**src/rtl/freq_meas_ctrl.sv**
```systemverilog
// Frequency-counter measurement sequencer: gates a synchronized input edge counter,
// hands the latched count to a BCD converter, holds the result, then re-arms or stops.
module freq_meas_ctrl #(
    parameter int unsigned CLK_HZ      = 50_000_000,
    parameter int unsigned CNT_W       = 32,
    parameter int unsigned MAX_COUNT   = 999_999,
    parameter int unsigned HOLD_CYCLES = 25_000_000
) (
    input  logic             clk,
    input  logic             rst,
    input  logic             signal_in,
    input  logic             run,
    input  logic             single,
    input  logic [1:0]       gate_sel,
    input  logic             bcd_done,
    output logic             bcd_start,
    output logic [CNT_W-1:0] count_out,
    output logic [1:0]       gate_tag,
    output logic             overflow,
    output logic             valid,
    output logic             busy
);

    typedef enum logic [2:0] {
        S_IDLE, S_ARM, S_GATE, S_LATCH, S_CONV, S_HOLD
    } state_t;

    localparam logic [31:0] GATE_1S    = 32'(CLK_HZ);
    localparam logic [31:0] GATE_100MS = 32'(CLK_HZ / 10);
    localparam logic [31:0] GATE_10MS  = 32'(CLK_HZ / 100);
    localparam logic [31:0] GATE_10S   = 32'(CLK_HZ * 10);
    localparam logic [31:0] HOLD_LOAD  = 32'(HOLD_CYCLES - 1);
    localparam logic [CNT_W-1:0] MAX_C = CNT_W'(MAX_COUNT);

    state_t           state_q, state_d;
    logic [31:0]      timer_q, timer_d;
    logic [CNT_W-1:0] counter_q, counter_d;
    logic             ovf_q, ovf_d;
    logic [1:0]       gate_lat_q, gate_lat_d;
    logic [CNT_W-1:0] count_out_q, count_out_d;
    logic [1:0]       gate_tag_q, gate_tag_d;
    logic             overflow_q, overflow_d;
    logic             bcd_start_q, bcd_start_d;
    logic             sync1_q, sync2_q, prev_q;
    logic             edge_det;

    function automatic logic [31:0] gate_len(input logic [1:0] sel);
        case (sel)
            2'b00:   return GATE_1S;
            2'b01:   return GATE_100MS;
            2'b10:   return GATE_10MS;
            default: return GATE_10S;
        endcase
    endfunction

    assign edge_det = sync2_q & ~prev_q;

    always_comb begin
        state_d     = state_q;
        timer_d     = timer_q;
        counter_d   = counter_q;
        ovf_d       = ovf_q;
        gate_lat_d  = gate_lat_q;
        count_out_d = count_out_q;
        gate_tag_d  = gate_tag_q;
        overflow_d  = overflow_q;
        bcd_start_d = 1'b0;
        case (state_q)
            S_IDLE: begin
                if (run || single) state_d = S_ARM;
            end
            S_ARM: begin
                counter_d  = '0;
                ovf_d      = 1'b0;
                gate_lat_d = gate_sel;
                timer_d    = gate_len(gate_sel) - 32'd1;
                state_d    = S_GATE;
            end
            S_GATE: begin
                if (edge_det) begin
                    if (counter_q >= MAX_C) ovf_d = 1'b1;
                    else                    counter_d = counter_q + CNT_W'(1);
                end
                // The final gate cycle's edge is folded in before the result is latched,
                // so the outputs are already stable during the LATCH/bcd_start cycle.
                if (timer_q == 32'd0) begin
                    count_out_d = counter_d;
                    overflow_d  = ovf_d;
                    gate_tag_d  = gate_lat_q;
                    bcd_start_d = 1'b1;
                    state_d     = S_LATCH;
                end else begin
                    timer_d = timer_q - 32'd1;
                end
            end
            S_LATCH: state_d = S_CONV;
            S_CONV: begin
                if (bcd_done) begin
                    timer_d = HOLD_LOAD;
                    state_d = S_HOLD;
                end
            end
            S_HOLD: begin
                if (timer_q == 32'd0) state_d = run ? S_ARM : S_IDLE;
                else                  timer_d = timer_q - 32'd1;
            end
            default: state_d = S_IDLE;
        endcase
    end

    always_ff @(posedge clk) begin
        if (rst) begin
            state_q     <= S_IDLE;
            timer_q     <= '0;
            counter_q   <= '0;
            ovf_q       <= 1'b0;
            gate_lat_q  <= 2'b00;
            count_out_q <= '0;
            gate_tag_q  <= 2'b00;
            overflow_q  <= 1'b0;
            bcd_start_q <= 1'b0;
            sync1_q     <= 1'b0;
            sync2_q     <= 1'b0;
            prev_q      <= 1'b0;
        end else begin
            state_q     <= state_d;
            timer_q     <= timer_d;
            counter_q   <= counter_d;
            ovf_q       <= ovf_d;
            gate_lat_q  <= gate_lat_d;
            count_out_q <= count_out_d;
            gate_tag_q  <= gate_tag_d;
            overflow_q  <= overflow_d;
            bcd_start_q <= bcd_start_d;
            sync1_q     <= signal_in;
            sync2_q     <= sync1_q;
            prev_q      <= sync2_q;
        end
    end

    assign bcd_start = bcd_start_q;
    assign count_out = count_out_q;
    assign gate_tag  = gate_tag_q;
    assign overflow  = overflow_q;
    assign valid     = (state_q == S_CONV) && bcd_done;
    assign busy      = (state_q != S_IDLE);

endmodule

```
**config.mk**
```make
export PLATFORM = sky130hd
export DESIGN_NAME = freq_meas_ctrl
export DESIGN_NICKNAME = d
export VERILOG_FILES = /design/src/rtl/freq_meas_ctrl.sv
export SDC_FILE = /design/constraint.sdc
export NUM_CORES = 1
export LEC_CHECK = 0
export CAP_MARGIN = 20
export CORE_MARGIN = 2
export CORE_UTILIZATION = 53
export DETAILED_ROUTE_END_ITERATION = 16
export HOLD_SLACK_MARGIN = 0.03
export MAX_ROUTING_LAYER = met4
export PLACE_DENSITY_LB_ADDON = 0.2
export SLEW_MARGIN = 25
export SYNTH_ARGS = -nofsm -noshare
export SYNTH_HDL_FRONTEND = slang
export SYNTH_SLANG_ARGS = --single-unit
```
**constraint.sdc**
```tcl
create_clock -name clk -period 2.2 [get_ports clk]
set_clock_uncertainty 0.1 [all_clocks]
set_input_delay 0.22 -clock clk [delete_from_list [all_inputs] [get_ports clk]]
set_output_delay 0.22 -clock clk [all_outputs]
set_load 0.05 [all_outputs]
```
==> results of run 1 <==
==> cells in the mapped netlist (5+ instances only) <==
cell type  number  area, um^2
clkbuf_1       34         128
nand2_1        84         315
a31oi_1         8        50.1
a211oi_2        8         100
a22oi_1         6        45.0
nand4_1        17         106
a21oi_1        69         345
inv_1          13        48.8
ha_1            7        87.6
a22o_1          6        52.6
dfxtp_1       109        2180
o22ai_1         5        31.3
o21ai_1        29         145
nand3_1         8        40.0
and2_1         14        87.6
nor3b_1         5        37.5
nor4_1         12        75.1
a21o_1          5        37.5
a211oi_1       15         113
nor3_1         18        90.1
and3_1          9        56.3
buf_2          13        65.1
or4_1           6        45.0
or3_1           6        37.5
o21ai_0        27         135
nor2_1         41         154
nor2b_1         5        31.3
xnor2_1        16         140
==> flip-flops by register name, indices dropped and copies added, names as in the netlist <==
register,flops
state_q,3
count_out,32
sync1_q,1
sync2_q,1
prev_q,1
bcd_start,1
gate_tag,2
timer_q,32
gate_lat_q,2
overflow,1
ovf_q,1
counter_q,32
==> logic make-up (layout without fill, tap and decap cells) <==
| kind of cell | count (synthesis) | after routing | share of synthesized area |
|---|---|---|---|
| AND/OR/NAND/NOR | 250 | 250 | 0.242 |
| buffers and inverters | 64 | 215 | 0.0469 |
| flip-flops | 109 | 109 | 0.394 |
| AO/OA/AOI/OAI | 224 | 225 | 0.268 |
| multiplexers | 4 | 4 | 0.00722 |
| XOR/XNOR | 17 | 17 | 0.0268 |
| adder cells (fa/ha/maj) | 7 | 7 | 0.0158 |
==> layout make-up <==
cell class,count,area (um^2),area share
Multi-Input combinational cell,503,3600,0.455
Sequential cell,109,2190,0.277
Timing Repair Buffer,186,1680,0.213
Tap cell,136,170,0.0215
Clock buffer,9,124,0.0157
Clock inverter,7,91.3,0.0116
Inverter,13,48.8,0.00618
==> worst reg2reg max path, cell delays in order, from the launching register on <==
cell and delay, ns:
dfxtp_2 0.34, or4_4 0.56, or4_4 0.46, nor3_4 0.17, buf_12 0.15, nand4_1 0.12
a22o_1 0.22, a22o_1 0.18
==> stage by stage <==
step	TNS (ns)	cell area, um^2	cells	power [mW]
2_1_floorplan	-2.00	5600	675	4.96
3_3_place_gp	-4.51	7000	929	6.67
3_5_place_dp	-8.31	7000	929	6.74
4_1_cts	-6.13	7530	954	8.85
5_1_grt	-13.82	7900	963	10.0
6_report	-7.00	7900	963	9.55
==> power by group <==
group | switching (mW) | internal (mW) | leakage, nW | total, mW
Combinational | 3.07 | 2.68 | 1.98 | 5.75
Sequential | 0.220 | 2.24 | 0.885 | 2.46
Clock | 0.781 | 0.554 | 0.105 | 1.34
Total | 4.07 | 5.48 | 2.97 | 9.55
==> how the worst max path moves through the flow <==
stage | from | end | slack [ns]
detailed placement | timer_q[5] | timer_q[14] | -0.21
global placement | timer_q[21] | timer_q[18] | -0.16
CTS | timer_q[5] | timer_q[27] | -0.16
finish | timer_q[5] | timer_q[27] | -0.22
floorplan | timer_q[5] | timer_q[27] | -0.17
global route | timer_q[5] | count_out[6] | -0.28
==> metal layers <==
metal	wire (um)	track usage
met5	0	-
met4	301	0.0912
met3	1120	0.0674
met2	8210	0.468
met1	7680	0.410
==> repair_timing <==
item                                    in CTS  in global routing
setup buffers                                8                  7
endpoints found under the setup margin      67                 83
cloned                                       1                  3
pin swaps                                   12                 22
resized for setup                           55                 61
==> flow_summary.ini, run 1 <==
[final_layout]
mostFrequentLayoutCells = 116 x buf_4, 106 x dfxtp_1, 81 x nand2_1, 49 x a21oi_1, 42 x clkdlybuf4s50_1
antenna_cells = 0
area_growth_syn_to_layout_pct = 42.4
num-nets-final = 837
final_common_cell = buf_4
utilization = 0.772
layout-drive-gt1-share = 0.326
fill_cells = 722

[floorplan]
initial_core_util = 0.542
ios = 46
die_h_um = 106
rows = 37
die_w_um = 106
die-area_um2 = 11300
core_area_um2 = 10200

[timing]
slew_headroom = 0.615
timing.final.ws_setup_ns = -0.217
hold_slack_ns = 0.0883
period_needed_ns = 2.42
final-hold-violation-count = 0
setup_viol = 66
fin_crit_sh = 1.10
tightest_slew_ns = 0.573
fmax_ghz = 0.414
rsz0062_at_grt = yes
slew_violations = 0

[global_route]
grt_pass1_wl_um = 27100
antenna_found_initial = 0
grt_start_max_net_pins = 28
grt_pass1_vias = 5560
globalRouteOverflowTotal = 0
track_usage = 0.307

[clock_tree]
cts_tree = done
cts_max_level = 3
cts_root_buffer = clkbuf_8
clock_path_buffers = 2
cts_sinks = 109
worst_skew_pair.late_latency_ns = 0.41
path_clk_slew_ns = 0.12
cts_buffers = 9
cts_hold_buf = 0

[setup_path]
cp.depth = 7
crit_buf_inv = 1
r2r_start = timer_q[5]
path_class = reg -> reg
rr_endpoint = timer_q[27]
slowest_stage = or4_4
critical_path_arrival_ns = 2.61
cp_top_family = simple AND/OR/NAND/NOR gates
slowest_delay_ns = 0.56
crit_chain = or4_4 -> or4_4 -> nor3_4 -> buf_12 -> nand4_1 -> a22o_1 -> a22o_1
reg2reg_depth = 7
cp-start-kind = flop
rrSetupSlack_ns = -0.22
crit_path_end_kind = flop
crit_required_ns = 2.40
cp_max_fo = 8

[status]
violations = setup timing
status = complete, but fails checks

[logic_synthesis]
synth_fp_nets = 690
yosysSeqAreaShare = 0.394
synthFlopType = dfxtp_1
synthArstFlopShare = 0
synth-edff-count = 0
yosysWarnings = 0
synth_area_um2 = 5550
ys_ff_latch = 109
synth_area_per_cell_um2 = 8.22
synthCells = 675
synth.distinct_cells = 68

[hold_path]
worstHoldPathCells = 2
hold_path_class = in -> reg
min-delay-start = rst
hold_end = prev_q

[placement]
numPortBuffers = 45
globalplace.congestion = 0.952
place_hpwl_um = 11200
pre_cts_ws_ns = -0.206

[drt]
drt_drc_violations_left = 0
routed_wl_um = 17300
viasPerCell = 6.10
drt-pass1-iter-count = 5
vias = 5875
postRouteAntennaNets = 0
drt-initial-drc-count = 418
wire_per_inst_um = 18.0

[power]
cellLeakagePower_nw = 2.97
max-vdd-ir-drop_uv = 745
pwr_density_cell_nw_per_um2 = 1210

[flow_run]
max_cap_viol_count = 0
Note: power is estimated with default switching activity, not from simulation.
==> run 2, diff against run 1 <==
--- a/config.mk
+++ b/config.mk
@@ -8,11 +8,11 @@
 export CAP_MARGIN = 20
 export CORE_MARGIN = 2
 export CORE_UTILIZATION = 53
+export CTS_CLUSTER_DIAMETER = 40
 export DETAILED_ROUTE_END_ITERATION = 16
 export HOLD_SLACK_MARGIN = 0.03
 export MAX_ROUTING_LAYER = met4
 export PLACE_DENSITY_LB_ADDON = 0.2
-export SLEW_MARGIN = 25
 export SYNTH_ARGS = -nofsm -noshare
 export SYNTH_HDL_FRONTEND = slang
 export SYNTH_SLANG_ARGS = --single-unit
==> results of run 2 <==
The final DEF is identical to that of run 1; final timing and power are the same.
==> run 3, diff against run 2 <==
--- a/config.mk
+++ b/config.mk
@@ -6,6 +6,7 @@
 export NUM_CORES = 1
 export LEC_CHECK = 0
 export CAP_MARGIN = 20
+export CORE_ASPECT_RATIO = 0.5
 export CORE_MARGIN = 2
 export CORE_UTILIZATION = 53
 export CTS_CLUSTER_DIAMETER = 40
==> run 3 against run 2 <==
The flow still finishes with violations (setup timing). Sequential cell count stayed put. Sequential share of layout area is 0.14 points higher. Power is 2.5% lower. Largest cell class unchanged. Highest routed layer unchanged. Routed wire length is 1.3% higher.
==> flow_summary.ini, run 3 (same netlist as run 1, synthesis figures left out) <==
[status]
status = complete, but fails checks
violations = setup timing

[setup_path]
crit_chain = or4_4 -> nor4_4 -> nand4_2 -> buf_6 -> o22a_4 -> buf_6 -> a211oi_4 -> a211oi_2
crit_path_end_kind = flop
slowest_delay_ns = 0.57
cp.depth = 8
critical_path_arrival_ns = 2.56
rr_endpoint = timer_q[18]
cp_max_fo = 5
cp-start-kind = flop
cp_top_family = simple AND/OR/NAND/NOR gates
reg2reg_depth = 8
r2r_start = timer_q[12]
path_common_cell = buf_6
path_class = reg -> reg
slowest_stage = or4_4
crit_buf_inv = 2
rrSetupSlack_ns = -0.23
crit_required_ns = 2.32

[placement]
dpl_cell_area_um2 = 6890
numPortBuffers = 45
globalplace.congestion = 0.893
place_hpwl_um = 10600

[timing]
slew_headroom = 0.634
period_needed_ns = 2.43
fin_crit_sh = 1.11
rsz0062_at_grt = yes
final-hold-violation-count = 0
fmax_ghz = 0.411
setup_viol = 74
timing.final.ws_setup_ns = -0.234
slew_violations = 0
tightest_slew_ns = 0.547
tns_ns = -11.41
hold_slack_ns = 0.244

[final_layout]
fin_area_um2 = 7860
area_growth_syn_to_layout_pct = 41.7
layout-drive-gt1-share = 0.303
final_common_cell = dfxtp_1
num-nets-final = 824
mostFrequentLayoutCells = 106 x dfxtp_1, 99 x buf_4, 81 x nand2_1, 56 x a21oi_1, 42 x clkdlybuf4s50_1
antenna_cells = 0
utilization = 0.772

[clock_tree]
cts_sinks = 109
cts_buffers = 9
cts_root_buffer = clkbuf_16
cts_tree = done
worst_skew_pair.late_latency_ns = 0.35
clock_path_buffers = 2
path_clk_slew_ns = 0.08
cts_max_level = 3

[power]
cellLeakagePower_nw = 2.96
pwr_density_cell_nw_per_um2 = 1180
max-vdd-ir-drop_uv = 567

[floorplan]
die_w_um = 149
rows = 26
ios = 46
initial_core_util = 0.545
core_area_um2 = 10200
die_h_um = 76.3
die-area_um2 = 11300

[hold_path]
hold_end = prev_q
worstHoldPathCells = 3
hold_path_class = in -> reg
min-delay-start = rst

[drt]
vias = 5896
wire_per_inst_um = 18.4
drt-pass1-iter-count = 5
postRouteAntennaNets = 0
drt-initial-drc-count = 527
drt_drc_violations_left = 0
viasPerCell = 6.18
routed_wl_um = 17500

[global_route]
grt_pass1_vias = 5547
grt_start_max_net_pins = 39
grt_pass1_wl_um = 26700
globalRouteOverflowTotal = 0
track_usage = 0.299
antenna_found_initial = 0

[flow_run]
max_cap_viol_count = 0
==> run 3: changes by cell type in the layout (fill, tap and decap cells not counted), sizes merged <==
cell	previous run	this run
buf	143	130
clkbuf	10	11
clkinv	2	0
inv	16	17
==> run 3: through the flow <==
step	setup WS, ns	power (mW)	std cells
6_report	-0.234	9.31	954
5_1_grt	-0.293	9.74	954
4_1_cts	-0.230	8.58	950
3_5_place_dp	-0.187	6.54	919
3_3_place_gp	-0.149	6.47	919
2_1_floorplan	-0.169	4.96	675
==> run 3: cell type report <==
class | count | area (um^2)
multi-input cells | 503 | 3530
fillers | 700 | 2320
flip-flops and latches | 109 | 2190
repair buffers | 173 | 1600
clock buffers | 10 | 239
well taps | 140 | 175
clock inverters | 6 | 75.1
inverters | 13 | 48.8
==> run 3: what timing repair did <==
action	CTS	global route
hold buffers	0	0
cloned	3	4
gates resized for setup	25	93
setup endpoints to repair	70	77
setup buffers	12	5
pin swaps	10	28
==> run 3: worst max-delay path by stage <==
stage	from	end	slack [ns]
3_3_place_gp	timer_q[21]	timer_q[17]	-0.15
5_1_grt	timer_q[12]	timer_q[5]	-0.29
3_5_place_dp	timer_q[5]	timer_q[14]	-0.19
2_1_floorplan	timer_q[5]	timer_q[27]	-0.17
4_1_cts	timer_q[16]	timer_q[15]	-0.23
6_report	timer_q[12]	timer_q[18]	-0.23
==> run 3: layer usage <==
metal / up-vias / track usage / wire [um]
li1: 2757 / - / -
met1: 2821 / 0.377 / 7380
met2: 275 / 0.488 / 8470
met3: 43 / 0.0653 / 1400
met4: 0 / 0.0857 / 289
met5: - / - / 0
==> run 3: report_power, final <==
part | internal [mW] | switching, mW | total (mW)
clock | 0.935 | 0.779 | 1.71
combinational | 2.32 | 2.81 | 5.13
sequential | 2.24 | 0.228 | 2.47
total | 5.50 | 3.81 | 9.31
==> run 3: tightest hold or removal path: cells and delay by family <==
kind	cells	cell delay, ns
buf+inv	2	0.34
simple gates	1	0.10
